<file path="config.mk">
export PLATFORM = sky130hd
export DESIGN_NAME = lut_config_writer
export DESIGN_NICKNAME = d
export VERILOG_FILES = /design/src/rtl/lut_config_writer.sv
export SDC_FILE = /design/constraint.sdc
export NUM_CORES = 1
export LEC_CHECK = 0
export CAP_MARGIN = 20
export CORE_UTILIZATION = 45
export DETAILED_ROUTE_END_ITERATION = 6
export PLACE_DENSITY = 0.74
export SLEW_MARGIN = 20
export SYNTH_ARGS = -nofsm -noshare
export SYNTH_HDL_FRONTEND = slang
export SYNTH_SLANG_ARGS = --single-unit
</file>
<file path="constraint.sdc">
create_clock -name clk -period 1.85 [get_ports clk]
set_clock_uncertainty 0.05 [all_clocks]
set_input_delay 0.185 -clock clk [delete_from_list [all_inputs] [get_ports clk]]
set_output_delay 0.185 -clock clk [all_outputs]
set_load 0.01 [all_outputs]
</file>
<file path="src/rtl/lut_config_writer.sv">
// lut_config_writer: serialises configuration words bit by bit onto a cluster's shared LUTRAM write port.
// Define LUT_CFG_READBACK_EN to add a per-LUT readback verify sweep and a sticky cfg_error flag.
module lut_config_writer #(
  parameter int ZUMA_LUT_SIZE = 6,
  parameter int NUM_LUTS = 8,
  parameter int WORD_W = 16
) (
  input  logic                     clk,
  input  logic                     rst_n,
  input  logic                     start,
  input  logic [WORD_W-1:0]        cfg_data,
  input  logic                     cfg_valid,
  output logic                     cfg_ready,
  output logic [ZUMA_LUT_SIZE-1:0] lut_a,
  output logic                     lut_d,
  output logic [NUM_LUTS-1:0]      lut_we,
`ifdef LUT_CFG_READBACK_EN
  output logic [ZUMA_LUT_SIZE-1:0] lut_dpra,
  input  logic [NUM_LUTS-1:0]      lut_dpo,
  output logic                     cfg_error,
`endif
  output logic                     busy,
  output logic                     done
);
  localparam int DEPTH = 1 << ZUMA_LUT_SIZE;
  localparam int LIW = NUM_LUTS > 1 ? $clog2(NUM_LUTS) : 1;
  localparam int WBW = WORD_W > 1 ? $clog2(WORD_W) : 1;
  localparam int VW = ZUMA_LUT_SIZE + 1;
  typedef enum logic [2:0] {
    IDLE, LOAD, SHIFT,
`ifdef LUT_CFG_READBACK_EN
    VERIFY,
`endif
    DONE
  } state_t;
  state_t state_q, state_d;
  logic [ZUMA_LUT_SIZE-1:0] bit_addr_q, bit_addr_d, lut_a_q, lut_a_d;
  logic [LIW-1:0] lut_idx_q, lut_idx_d;
  logic [WBW-1:0] word_bit_q, word_bit_d;
  logic [WORD_W-1:0] shreg_q, shreg_d;
  logic [NUM_LUTS-1:0] lut_we_q, lut_we_d;
  logic cfg_ready_q, cfg_ready_d, lut_d_q, lut_d_d, busy_q, busy_d, done_q, done_d;
  logic last_bit, last_lut, word_end;
`ifdef LUT_CFG_READBACK_EN
  logic [DEPTH-1:0] shadow_q, shadow_d;
  logic [VW-1:0] vcnt_q, vcnt_d;
  logic [ZUMA_LUT_SIZE-1:0] lut_dpra_q, lut_dpra_d, rd_idx;
  logic error_q, error_d;
`endif
  always_comb begin
    state_d = state_q;
    bit_addr_d = bit_addr_q;
    lut_idx_d = lut_idx_q;
    word_bit_d = word_bit_q;
    shreg_d = shreg_q;
    last_bit = bit_addr_q == ZUMA_LUT_SIZE'(DEPTH - 1);
    last_lut = lut_idx_q == LIW'(NUM_LUTS - 1);
    word_end = word_bit_q == WBW'(WORD_W - 1);
`ifdef LUT_CFG_READBACK_EN
    shadow_d = shadow_q;
    vcnt_d = vcnt_q;
    error_d = error_q;
    rd_idx = ZUMA_LUT_SIZE'(vcnt_q - VW'(1));
`endif
    case (state_q)
      IDLE, DONE: if (start) begin
        state_d = LOAD;
        bit_addr_d = '0;
        lut_idx_d = '0;
        word_bit_d = '0;
        shreg_d = '0;
`ifdef LUT_CFG_READBACK_EN
        vcnt_d = '0;
        error_d = 1'b0;
`endif
      end
      LOAD: if (cfg_valid && cfg_ready_q) begin
        state_d = SHIFT;
        shreg_d = cfg_data;
      end
      SHIFT: begin
        shreg_d = shreg_q >> 1;
        bit_addr_d = bit_addr_q + ZUMA_LUT_SIZE'(1);
        word_bit_d = word_bit_q + WBW'(1);
`ifdef LUT_CFG_READBACK_EN
        shadow_d[bit_addr_q] = shreg_q[0];
        if (word_end) state_d = last_bit ? VERIFY : LOAD;
`else
        if (last_bit) lut_idx_d = last_lut ? '0 : lut_idx_q + LIW'(1);
        if (word_end) state_d = (last_bit && last_lut) ? DONE : LOAD;
`endif
      end
`ifdef LUT_CFG_READBACK_EN
      // Read data lags the presented address by one cycle, hence the extra sweep cycle.
      VERIFY: begin
        vcnt_d = vcnt_q + VW'(1);
        if (vcnt_q != '0 && lut_dpo[lut_idx_q] != shadow_q[rd_idx]) error_d = 1'b1;
        if (vcnt_q == VW'(DEPTH)) begin
          vcnt_d = '0;
          state_d = last_lut ? DONE : LOAD;
          lut_idx_d = last_lut ? '0 : lut_idx_q + LIW'(1);
        end
      end
`endif
      default: state_d = IDLE;
    endcase
    cfg_ready_d = state_d == LOAD;
    lut_we_d = state_d == SHIFT ? NUM_LUTS'(1) << lut_idx_d : '0;
    lut_a_d = bit_addr_d;
    lut_d_d = shreg_d[0];
    busy_d = state_d != IDLE && state_d != DONE;
    done_d = state_d == DONE;
`ifdef LUT_CFG_READBACK_EN
    lut_dpra_d = vcnt_d[ZUMA_LUT_SIZE-1:0];
`endif
  end
  always_ff @(posedge clk or negedge rst_n)
    if (!rst_n) begin
      state_q <= IDLE;
      bit_addr_q <= '0;
      lut_idx_q <= '0;
      word_bit_q <= '0;
      shreg_q <= '0;
      cfg_ready_q <= 1'b0;
      lut_we_q <= '0;
      lut_a_q <= '0;
      lut_d_q <= 1'b0;
      busy_q <= 1'b0;
      done_q <= 1'b0;
`ifdef LUT_CFG_READBACK_EN
      shadow_q <= '0;
      vcnt_q <= '0;
      lut_dpra_q <= '0;
      error_q <= 1'b0;
`endif
    end else begin
      state_q <= state_d;
      bit_addr_q <= bit_addr_d;
      lut_idx_q <= lut_idx_d;
      word_bit_q <= word_bit_d;
      shreg_q <= shreg_d;
      cfg_ready_q <= cfg_ready_d;
      lut_we_q <= lut_we_d;
      lut_a_q <= lut_a_d;
      lut_d_q <= lut_d_d;
      busy_q <= busy_d;
      done_q <= done_d;
`ifdef LUT_CFG_READBACK_EN
      shadow_q <= shadow_d;
      vcnt_q <= vcnt_d;
      lut_dpra_q <= lut_dpra_d;
      error_q <= error_d;
`endif
    end
  assign cfg_ready = cfg_ready_q;
  assign lut_we = lut_we_q;
  assign lut_a = lut_a_q;
  assign lut_d = lut_d_q;
  assign busy = busy_q;
  assign done = done_q;
`ifdef LUT_CFG_READBACK_EN
  assign lut_dpra = lut_dpra_q;
  assign cfg_error = error_q;
`endif
endmodule
</file>
==> reports/summary.txt <==
Antenna violations before repair - 0
Area Growth Syn to Fin - 43.6%
Die height - 68.0 um
Least-Margin Pin Slew - 0.532 ns
Post-Synth Simple-Gate Area - 0.186
Slew HR - 0.645
LEAKAGE - 1.20 nW
Worst slack at placement - -0.105 ns
Hpwl dp - 2.92 mm
Inst Count DP - 298
Drt initial violations - 107
Worst path bufs/invs - 0
Worst ir drop on vdd - 0.571 mV
First-pass GRT wire length - 7.06 mm
Clk Latency, worst-skew pair - 0.29 ns
Highest clock rate - 510 MHz
Die W - 68.0 um
Wire per inst - 14.0 um
Register area share after synthesis - 0.549
Largest net degree at the start of global routing - 44
Synth Instances - 194
Adder-Cell Fraction of Synth Area - 0.0255
Placer congestion estimate - 0.878
Vias per inst - 5.41
PortBufs - 37
Cell Count, Final, Fillers Out - 308
Largest stage delay on the critical path - 0.50 ns
Failing checks - setup timing
Clk root buf - clkbuf_8
Critical Path Start - state_q[0]
Proportion of synthesized area in mux cells - 0
Hold Path Class - input port to async pin
IO Pins - 38
CTS tree - done
RSZ-0062 raised after global routing - true
Detailed-route via count - 1666
CP arrival - 2.13 ns
Mapped Area - 0.00196 mm2
Longest Clk Path Bufs - 2
Total CTS buffers - 5
Most common cell after layout, fill and taps aside - dfrtp_1
Most frequent cells in the layout - dfrtp_1, clkdlybuf4s50_1, nor2_1
Maximum Capacitance Violations - 0
DIE AREA - 0.00462 mm2
Synth warn - 0
Status - complete, but fails checks
Final Cell Area - 0.00282 mm2
Total gr overflow - 0
CP max FO - 4
CP cell instances - or3b_4 -> or4_4 -> a211o_4 -> nor3b_2
Antenna Nets Post-Route - 0
Initial core utilization - 0.480
PD cells - 747 mW/mm2
Slowest-stage cell, CP - or4_4
Share of layout cells above drive strength 1 - 0.256
Post-DP Area - 0.00258 mm2
WL final - 4.32 mm
Register area - 0.00108 mm2
Global-route usage over all layers - 0.207
Finish-stage setup viols - 4
Final core utilization - 0.689
Xor/xnor cell area share of the yosys netlist - 0.0313
Required time of the critical path - 2.02 ns
Layout Nets - 281
Final hold viol count - 0
Fill cells - 325
Num Clock Sinks - 43
Drt drc - 0
Slew Limit Fails - 0
Type of origin of the critical path - flip-flop
Initial DRT Pass Iterations - 4
Total Power - 2.10 mW
Site Rows - 23
Distinct cells, synth - 40
Cell family with most CP delay - simple AND/OR/NAND/NOR gates
Combinational family with the most area after synthesis - simple AND/OR/NAND/NOR gates
Critical path endpoint category - flip-flop
Final worst slack - -0.111 ns
Syn avg cell area - 10.1 um2
Synth Register Bits - 43
Post-synth ARST share - 1.00
Placeable core area - 0.00409 mm2
Clock slew at reported path FFs - 0.09 ns
Post-synth EDFFs - 0
ANT cells - 0
Syn_nets - 218
Post-synthesis compound-gate area fraction - 0.178
Post-synth top flop - dfrtp_1
Setup CP Type - flip-flop to flip-flop
Multi-input logic area - 951 um2
Post-route minimum period - 1.96 ns
Tcrit/Tclk final - 1.06
Reg2reg start - state_q[0]
Htree depth - 2
Number of global-route vias before repair - 1588
==> repair_timing <==
item / in CTS / in global routing
endpoints found under the hold margin: 43 / 0
setup buffers: 0 / 1
hold buffers: 1 / 0
gates resized for setup: 4 / 18
pin swaps: 1 / 3
setup endpoints to repair: 7 / 8
==> worst reg2reg max path, cell delays in order (launching register included) <==
cell	delay [ns]
dfrtp_1	0.40
or3b_4	0.40
or4_4	0.50
a211o_4	0.37
nor3b_2	0.17
==> layer usage <==
layer  global-route usage  share of wire  vias to the layer above
li1                     -              -                      811
met1                0.252           0.46                      813
met3               0.0417          0.032                        5
met2                0.366           0.50                       37
met5                    0              0                        -
met4               0.0625         0.0086                        0
==> cells in the mapped netlist (2+ instances only) <==
| cell | count | share of area |
|---|---|---|
| dfrtp_1 | 43 | 0.55 |
| nor2_1 | 28 | 0.054 |
| a21oi_1 | 18 | 0.046 |
| a22oi_1 | 16 | 0.061 |
| nand2_1 | 11 | 0.021 |
| clkbuf_1 | 6 | 0.011 |
| xor2_1 | 6 | 0.027 |
| nor3b_1 | 5 | 0.019 |
| ha_1 | 4 | 0.026 |
| inv_1 | 4 | 0.0077 |
| nand3_1 | 4 | 0.010 |
| nand4_1 | 4 | 0.013 |
| nor3_1 | 4 | 0.010 |
| o21ai_1 | 4 | 0.010 |
| a21o_1 | 3 | 0.011 |
| and3_1 | 3 | 0.0096 |
| buf_2 | 3 | 0.0077 |
| nor2b_1 | 3 | 0.0096 |
| a22o_1 | 2 | 0.0089 |
| nand2b_1 | 2 | 0.0064 |
| or2_1 | 2 | 0.0064 |
==> area by class of cell <==
| class | count | area share |
|---|---|---|
| inverter | 4 | 0.00533 |
| multi-input combinational | 137 | 0.338 |
| timing repair buffer | 66 | 0.212 |
| clock inverter | 3 | 0.0156 |
| sequential | 43 | 0.382 |
| clock buffer | 5 | 0.0244 |
| tap | 50 | 0.0222 |
==> sequential cells by signal, summed over array words and instances, names as in the netlist <==
| name | flops |
|---|---|
| lut_a | 6 |
| busy | 1 |
| state_q | 3 |
| word_bit_q | 4 |
| shreg_q | 16 |
| lut_we | 8 |
| lut_idx_q | 3 |
| done | 1 |
| cfg_ready | 1 |
==> path summary, 6_finish.rpt <==
path	end	slack, ns	cells after the start
min reg2reg	word_bit_q[0]	0.46	1
max in group asynchronous	done	0.95	3
min	lut_a[5]	0.43	3
max	lut_we[7]	-0.11	4
max reg2reg	lut_we[7]	-0.11	4
min in group clk	shreg_q[15]	0.43	3
==> cells by family after synthesis <==
| kind of cell | after synthesis |
|---|---|
| simple gates | 72 |
| compound gates | 53 |
| flops | 43 |
| buf+inv | 14 |
| xor+xnor | 7 |
| fa+ha+maj | 4 |
| other cells | 1 |
==> power by group <==
part,internal (mW),switching (mW),total (mW),leakage [nW]
Clock,0.402,0.331,0.733,0.0581
Sequential,1.02,0.0479,1.07,0.564
Combinational,0.150,0.150,0.299,0.583
Total,1.58,0.528,2.10,1.20
==> metrics by stage <==
| step | hold WS [ns] | setup TNS (ns) |
|---|---|---|
| 3_5_place_dp | 0.238 | -0.425 |
| 4_1_cts | 0.422 | -0.208 |
| 2_1_floorplan | -0.161 | -0.0665 |
| 5_1_grt | 0.459 | -0.559 |
| 6_report | 0.426 | -0.314 |
| 3_3_place_gp | 0.236 | -0.285 |
(Power assumes the default switching activity.)
